[src/rtl/preg_release_queue.sv]
// rtl/preg_release_queue.sv - commit-side release FIFO feeding the physical-register free list
module preg_release_queue #(
    parameter int PHYS_REGS = 64,
    parameter int DEPTH     = 16,
    localparam int TW = $clog2(PHYS_REGS),
    localparam int AW = $clog2(DEPTH),
    localparam int CW = AW + 1
) (
    input  logic          clk,
    input  logic          reset,
    input  logic          rel0_valid,
    input  logic [TW-1:0] rel0_phys,
    input  logic          rel1_valid,
    input  logic [TW-1:0] rel1_phys,
    output logic          rel_ready,
    output logic          free_en,
    output logic [TW-1:0] free_phys,
    output logic [CW-1:0] occupancy,
    output logic          empty,
    output logic          ovf_err,
    output logic          dup_err
);

    logic [TW-1:0]        mem_q [DEPTH];
    logic [AW-1:0]        wr_ptr_q, wr_ptr_d;
    logic [AW-1:0]        rd_ptr_q, rd_ptr_d;
    logic [CW-1:0]        count_q, count_d;
    logic [PHYS_REGS-1:0] pending_q, pending_d;
    logic                 free_en_q;
    logic [TW-1:0]        free_phys_q;
    logic                 ovf_err_q, dup_err_q;

    logic          pop;
    logic          any_valid;
    logic          same_tag;
    logic          acc0, acc1;
    logic          dup0, dup1;
    logic          ovf;
    logic [1:0]    n_acc;
    logic [AW-1:0] wr1_addr;
    logic [TW-1:0] pop_tag;

    // Two free slots are needed so commit never has to split a retire pair.
    assign rel_ready = (count_q <= CW'(DEPTH - 2));
    assign occupancy = count_q;
    assign empty     = (count_q == '0);
    assign free_en   = free_en_q;
    assign free_phys = free_phys_q;
    assign ovf_err   = ovf_err_q;
    assign dup_err   = dup_err_q;

    // Accept/drop decisions use the pre-edge pending mask, so a tag leaving this cycle still counts as pending.
    always_comb begin
        any_valid = rel0_valid | rel1_valid;
        same_tag  = rel0_valid & rel1_valid & (rel0_phys == rel1_phys);
        pop       = (count_q != '0);
        pop_tag   = mem_q[rd_ptr_q];
        ovf       = any_valid & ~rel_ready;
        acc0      = rel_ready & rel0_valid & ~pending_q[rel0_phys];
        dup0      = rel_ready & rel0_valid &  pending_q[rel0_phys];
        acc1      = rel_ready & rel1_valid & ~pending_q[rel1_phys] & ~same_tag;
        dup1      = rel_ready & rel1_valid & (pending_q[rel1_phys] | same_tag);
        n_acc     = {1'b0, acc0} + {1'b0, acc1};
        wr1_addr  = wr_ptr_q + AW'(acc0);
        wr_ptr_d  = wr_ptr_q + AW'(n_acc);
        rd_ptr_d  = pop ? rd_ptr_q + AW'(1) : rd_ptr_q;
        count_d   = count_q + CW'(n_acc) - CW'(pop);
        pending_d = pending_q;
        if (pop) begin
            pending_d[pop_tag] = 1'b0;
        end
        if (acc0) begin
            pending_d[rel0_phys] = 1'b1;
        end
        if (acc1) begin
            pending_d[rel1_phys] = 1'b1;
        end
    end

    // Tag storage; stale contents after reset are harmless because the pointers and count restart.
    always_ff @(posedge clk) begin
        if (acc0) begin
            mem_q[wr_ptr_q] <= rel0_phys;
        end
        if (acc1) begin
            mem_q[wr1_addr] <= rel1_phys;
        end
    end

    // Pointers, count, pending mask, registered release pulse and sticky error flags.
    always_ff @(posedge clk or posedge reset) begin
        if (reset) begin
            wr_ptr_q    <= '0;
            rd_ptr_q    <= '0;
            count_q     <= '0;
            pending_q   <= '0;
            free_en_q   <= 1'b0;
            free_phys_q <= '0;
            ovf_err_q   <= 1'b0;
            dup_err_q   <= 1'b0;
        end else begin
            wr_ptr_q    <= wr_ptr_d;
            rd_ptr_q    <= rd_ptr_d;
            count_q     <= count_d;
            pending_q   <= pending_d;
            free_en_q   <= pop;
            free_phys_q <= pop ? pop_tag : '0;
            if (ovf) begin
                ovf_err_q <= 1'b1;
            end
            if (dup0 | dup1) begin
                dup_err_q <= 1'b1;
            end
        end
    end

endmodule
[config.mk]
export PLATFORM = sky130hd
export DESIGN_NAME = preg_release_queue
export DESIGN_NICKNAME = d
export VERILOG_FILES = /design/src/rtl/preg_release_queue.sv
export SDC_FILE = /design/constraint.sdc
export NUM_CORES = 1
export LEC_CHECK = 0
export BUFFER_PORTS_ARGS = -buffer_cell sky130_fd_sc_hd__buf_2
export CAP_MARGIN = 40
export CORE_ASPECT_RATIO = 0.7
export CORE_MARGIN = 5
export CORE_UTILIZATION = 52
export DETAILED_ROUTE_END_ITERATION = 16
export MAX_ROUTING_LAYER = met4
export PLACE_DENSITY_LB_ADDON = 0.08
export SETUP_SLACK_MARGIN = 0.3
export SYNTH_ARGS = -nofsm -noshare
export SYNTH_HDL_FRONTEND = slang
export SYNTH_SLANG_ARGS = --single-unit
[constraint.sdc]
create_clock -name clk -period 5.5 [get_ports clk]
set_clock_uncertainty 0.1 [all_clocks]
set_input_delay 0.275 -clock clk [delete_from_list [all_inputs] [get_ports clk]]
set_output_delay 0.275 -clock clk [all_outputs]
set_load 0.1 [all_outputs]
-- After elaboration in Yosys (flattened, before gate mapping)
Memories as Yosys holds them, arrays and structs flattened.
Cells that the tools add are included.
- register bits: 86
- logic and storage cells: 67
- input bits: 16
- output and inout bits: 16
- memories: 1
- RAM bits: 96
- eq/ne operators: 1
- mux-type cells: 18
- bitwise gates (word level): 21
- $lt $le $gt $ge: 7
- reduce and logical (&&, ||, !) cells: 5
- add/subtract/negate cells: 6
- memories (name ; depth ; bits a word ; rd ports ; clocked after memory_dff ; write ports ; line ; RTL):
    mem_q ; 16 ; 6 ; 1 ; 0 ; 2 ; 24 ; logic [TW-1:0] mem_q [DEPTH];
- operator list (cell ; count):
    $mux 64 ; 3
    $or 64x64->64 ; 2
    $and 64x64->64 ; 1
    $not 64->64 ; 1
    $lt 6x7->1 const B ; 3
    $demux 1 s6 ; 3
    $ge 6x1->1 const B ; 3
    $bmux 1 s6 ; 2
    $and 1x1->1 ; 10
    $mux 1 ; 9
    $eq 6x6->1 ; 1
    $mux 6 ; 1
    $add 5x2->5 ; 1
    $le 5x4->1 const B ; 1
    $logic_not 5->1 ; 1
    $reduce_bool 5->1 ; 1
    $sub 5x1->5 ; 1
    $add 4x1->4 ; 1
    $add 4x1->4 const B ; 1
    $add 4x2->4 ; 1
    $not 1->1 ; 4
    $logic_and 1x1->1 ; 3
    $or 1x1->1 ; 3
    $add 1x1->2 ; 1

-- Depth between registers and ports, before layout
An unclocked memory read counts as a cell.
- word-level depth: 12
- mapped depth: 20
- depth with buffers taken out: 16

-- Least setup slack after synthesis
Ideal clock, no wire load.
- path kind: register to register
- start point: reg count_q[4], in the netlist occupancy[4]
- end point: mem mem_q[1][0] (netlist name) (enable)
- buffers on the path: 1
- arrival time: 5.900 ns
- period minus slack after synthesis: 6.377 ns
- stages on the path, launching flop included: 15
- data required time: 5.023 ns
- library setup time: 0.377 ns
- slack: -0.877 ns
- cell sequence: dfrtp_1 -> inv_1 -> ha_1 -> a41oi_1 -> nand2_1 -> nor3_1 -> buf_2 -> and2_1 -> ha_1 -> inv_1 -> o2111ai_1 -> nor4_4 -> o21ai_2 -> o21bai_2 -> o21ai_0
- RTL lines (what ; line ; RTL):
    from (decl) ; 27 ; logic [CW-1:0] count_q, count_d;
    from (signal assigned) ; 104 ; count_q <= count_d;
    to (decl) ; 24 ;

-- Worst setup path in the final report
- start point: in rel1_phys[1]
- end point: reg count_q[4], in the netlist occupancy[4]
- longest elaborated chain between the ends: 8
- elaborated cells on any way between the ends: 11
- classes of those cells: add/sub: 3; eq/ne: 1; mux: 2; bitwise: 5
- RTL lines (what ; line ; RTL):
    from (decl) ; 14 ; input logic [TW-1:0] rel1_phys,
    $bmux 1 s6 ; 61 ; acc1 = rel_ready & rel1_valid & ~pending_q[rel1_phys] & ~same_tag;
    $mux 1 (not written as such) ; 61 ;
    $not 1->1 ; 61 ;
    $and 1x1->1 ; 61 ;
    $and 1x1->1 (*) ; 61 ;
    $add 1x1->2 (*) ; 63 ; n_acc = {1'b0, acc0} + {1'b0, acc1};
    $add 5x2->5 (*) ; 67 ; count_d = count_q + CW'(n_acc) - CW'(pop);
    $sub 5x1->5 (*) ; 67 ;
    via count_d[4] ; 27 ;
The timed path passes the listed nets; every way through them passes the cells marked *. The select of a mux whose other input is x is not followed.
A chain may end at the register's enable or synchronous reset.

==> impl_metrics.tcl <==
set metrics [dict create \
    status "completed" \
    hold_buffers 1 \
    crit_top_cell "ha_1" \
    rsz0062_at_grt "false" \
    hpwl_um 23970 \
    synthesis.instances 904 \
    finalWirelength_um 33440 \
    worstPathArrival_ps 4600 \
    grt_max_degree 65 \
    max_slew_margin_pct 37.09 \
    diodes 0 \
    track_usage_pct 28.54 \
    crit_required_ps 5760 \
    vias 8307 \
    path_cells "buf_2 > nor2b_1 > a221o_1 > a221o_1 > and3_4 > or4_4 > nor2_4 > ha_1 > inv_1 > ha_1 > inv_1 > ha_1 > fa_1 > a21oi_1 > nor2_1 > nor2_1 > xnor2_1" \
    synth.avg_cell_area_um2 12.23 \
    initial_core_util_pct 53.12 \
    synthTopCellsByCount "96 x edfxtp_1, 86 x dfrtp_1, 75 x mux2_2" \
    maxSlewViolCount 0 \
    async_flop_share_pct 47.25 \
    critPathSlowestCell "buf_2" \
    grt_pass1_vias 8124 \
    fp-row-count 44 \
    cts_sinks 182 \
    fill_cells 1672 \
    r2r_setup_slack_ps 1240 \
    routedWlPerCell_um 28.01 \
    tightest_slew_ps 943.6 \
    insertion_delay_ps 450 \
    drc 0 \
    min_period_ps 4338 \
    area_growth_pct 9.067 \
    portBuffers 31 \
    cts_tree "yes" \
    critPathBufInv 3 \
    synth.distinct_cells 83 \
    hold_end "ovf_err" \
    setup_viol 0 \
    num-nets-final 935 \
    slowest_delay_ps 680 \
    htreeDepth 4 \
    drt-initial-drc-count 1286 \
    setup_ws_ps 1162 \
    synth.most_common_cell "edfxtp_1" \
    antenna_found_initial 0 \
    hold_viol 0 \
    synth_flop_cell "edfxtp_1" \
    power_density_nw_per_um2 520.7 \
    hold_class "primary input to flip-flop" \
    fmax_mhz 230.5 \
    die_w_um 184.3 \
    r2r_end "mem_q[4][2]" \
    syn-num-nets 934 \
    cts_resized 0 \
    drv_cap 0 \
    crit_path_end_kind "flip-flop" \
    reg2reg_from "pending_q[59]" \
    netlist_top_cells_area "edfxtp_1 26%, dfrtp_1 19%, mux2_2 7.6%" \
    grt_pass1_wl_um 50940 \
    core_area_um2 20810 \
    ios 32 \
    pre_cts_ws_ps 791.8 \
    power.static_leakage_nw 4.260 \
    drt-pass1-iter-count 6 \
    max-clock-path-buffers 2 \
    grt-ovfl-total 0 \
    vias_per_cell 6.957 \
    synth_edf_count 96 \
    synth_top_area_share_pct 26.08 \
    reg2reg_depth 13 \
    path_clk_slew_ps 70 \
    ys_seq_area_share_pct 45.55 \
    fp.dieArea_um2 24320 \
    final_antenna_net_count 0 \
    die_y_um 132.0 \
    ir_drop_mv 0.5152 \
    dp_cells 1161 \
    fin_setup_tns_ps 0 \
    synth_seq_cells 182 \
    synth_area_um2 11050 \
    critPathKind "primary input to flip-flop" \
    critPathLaunchType "primary input" \
    holdPathStages 3 \
    gp_congestion 0.9738 \
    final_cells 1194 \
    postCtsSetupBuffers 0 \
    cts_buffers 17 \
    finalCritPeriodShare_pct 78.88 \
    cp_max_fo 38 \
    cts_root_buf "clkbuf_16" \
    hold_start "rel0_valid" \
    path_delay_family "simple AND/OR/NAND/NOR gates" \
    netlist.top_cell.by_area "edfxtp_1" \
    ys.warnings.count 0 \
    drive_gt1_share_pct 27.02 \
]
## metrics by stage
| stage | cell area [µm²] | power (mW) | hold slack (ps) | util [%] |
|---|---|---|---|---|
| floorplan | 11070 | 4.148 | 332.7 | - |
| global placement | 11320 | 4.891 | 340.4 | 54.41 |
| detailed placement | 11460 | 4.982 | 244.9 | 55.05 |
| CTS | 12060 | 6.208 | 56.11 | 57.94 |
| global route | 12060 | 6.575 | 81.67 | 57.94 |
| finish | 12060 | 6.278 | 84.65 | 57.94 |
## worst min-delay path: cells and delay by family
kind            cells  cell delay, ps
compound gates      1              60
buf+inv             1             140
simple gates        1             110
## layout make-up
type                            count  area, µm²  share of cell area (%)
Multi-Input combinational cell    628       5594                   46.40
Sequential cell                   182       5035                   41.76
Clock buffer                       25      534.3                   4.431
Timing Repair Buffer               56      415.4                   3.445
Tap cell                          276      345.3                   2.864
Inverter                           20      76.32                  0.6330
Clock inverter                      7      56.30                  0.4670
## power by group
| part | internal, mW | total (mW) | switching, mW |
|---|---|---|---|
| Clock | 0.682 | 1.22 | 0.541 |
| Combinational | 1.03 | 2.86 | 1.83 |
| Sequential | 1.82 | 2.19 | 0.375 |
## worst max-delay path by stage
stage          slack, ps            to           from  depth (start not counted)
2_1_floorplan        500   mem_q[1][0]   occupancy[2]                         14
3_3_place_gp         840  occupancy[4]   rel1_phys[1]                         17
3_5_place_dp         790  occupancy[4]   rel1_phys[1]                         17
4_1_cts             1250  occupancy[4]   rel1_phys[1]                         17
5_1_grt              970   mem_q[6][2]  pending_q[61]                         12
6_report            1160  occupancy[4]   rel1_phys[1]                         17
## metal layers
layer	global-route usage, %	up-vias	share of wire (%)	routed length (µm)
li1	-	3539	-	-
met1	43.49	4165	45	15070
met2	35.61	541	41	13590
met3	10.12	62	13	4242
met4	7.677	0	1.6	544
met5	-	-	0	0
## cell families after synthesis
logic type / Yosys count / share of synthesized area (%)
XOR/XNOR: 15 / 1.188
buffers and inverters: 94 / 4.018
AND/OR/NAND/NOR: 195 / 10.97
flip-flops: 182 / 45.55
AO/OA/AOI/OAI: 228 / 15.57
multiplexers: 176 / 21.05
adder cells (fa/ha/maj): 14 / 1.653
## cells in the final DEF, fill, tap and decap left out, drive strengths merged, types with 8 or more instances in the layout
master,n
nor2b,14
edfxtp,96
dfrtp,86
ha,13
buf,55
clkbuf,25
o21ai,83
o221ai,56
mux4,35
nand3b,16
a21oi,18
nor2,21
o21a,9
and2,8
o21bai,15
mux2,99
nand2b,13
inv,20
nand2,48
xnor2,9
nand3,32
mux2i,42
nor3,8
## flip-flops by register name (all words and copies together) (netlist names)
| name | cells |
|---|---|
| free_en | 1 |
| ovf_err | 1 |
| mem_q | 96 |
| rd_ptr_q | 4 |
| dup_err | 1 |
| occupancy | 5 |
| wr_ptr_q | 4 |
| free_phys | 6 |
| pending_q | 64 |
Note: power is estimated with default switching activity, not from simulation.
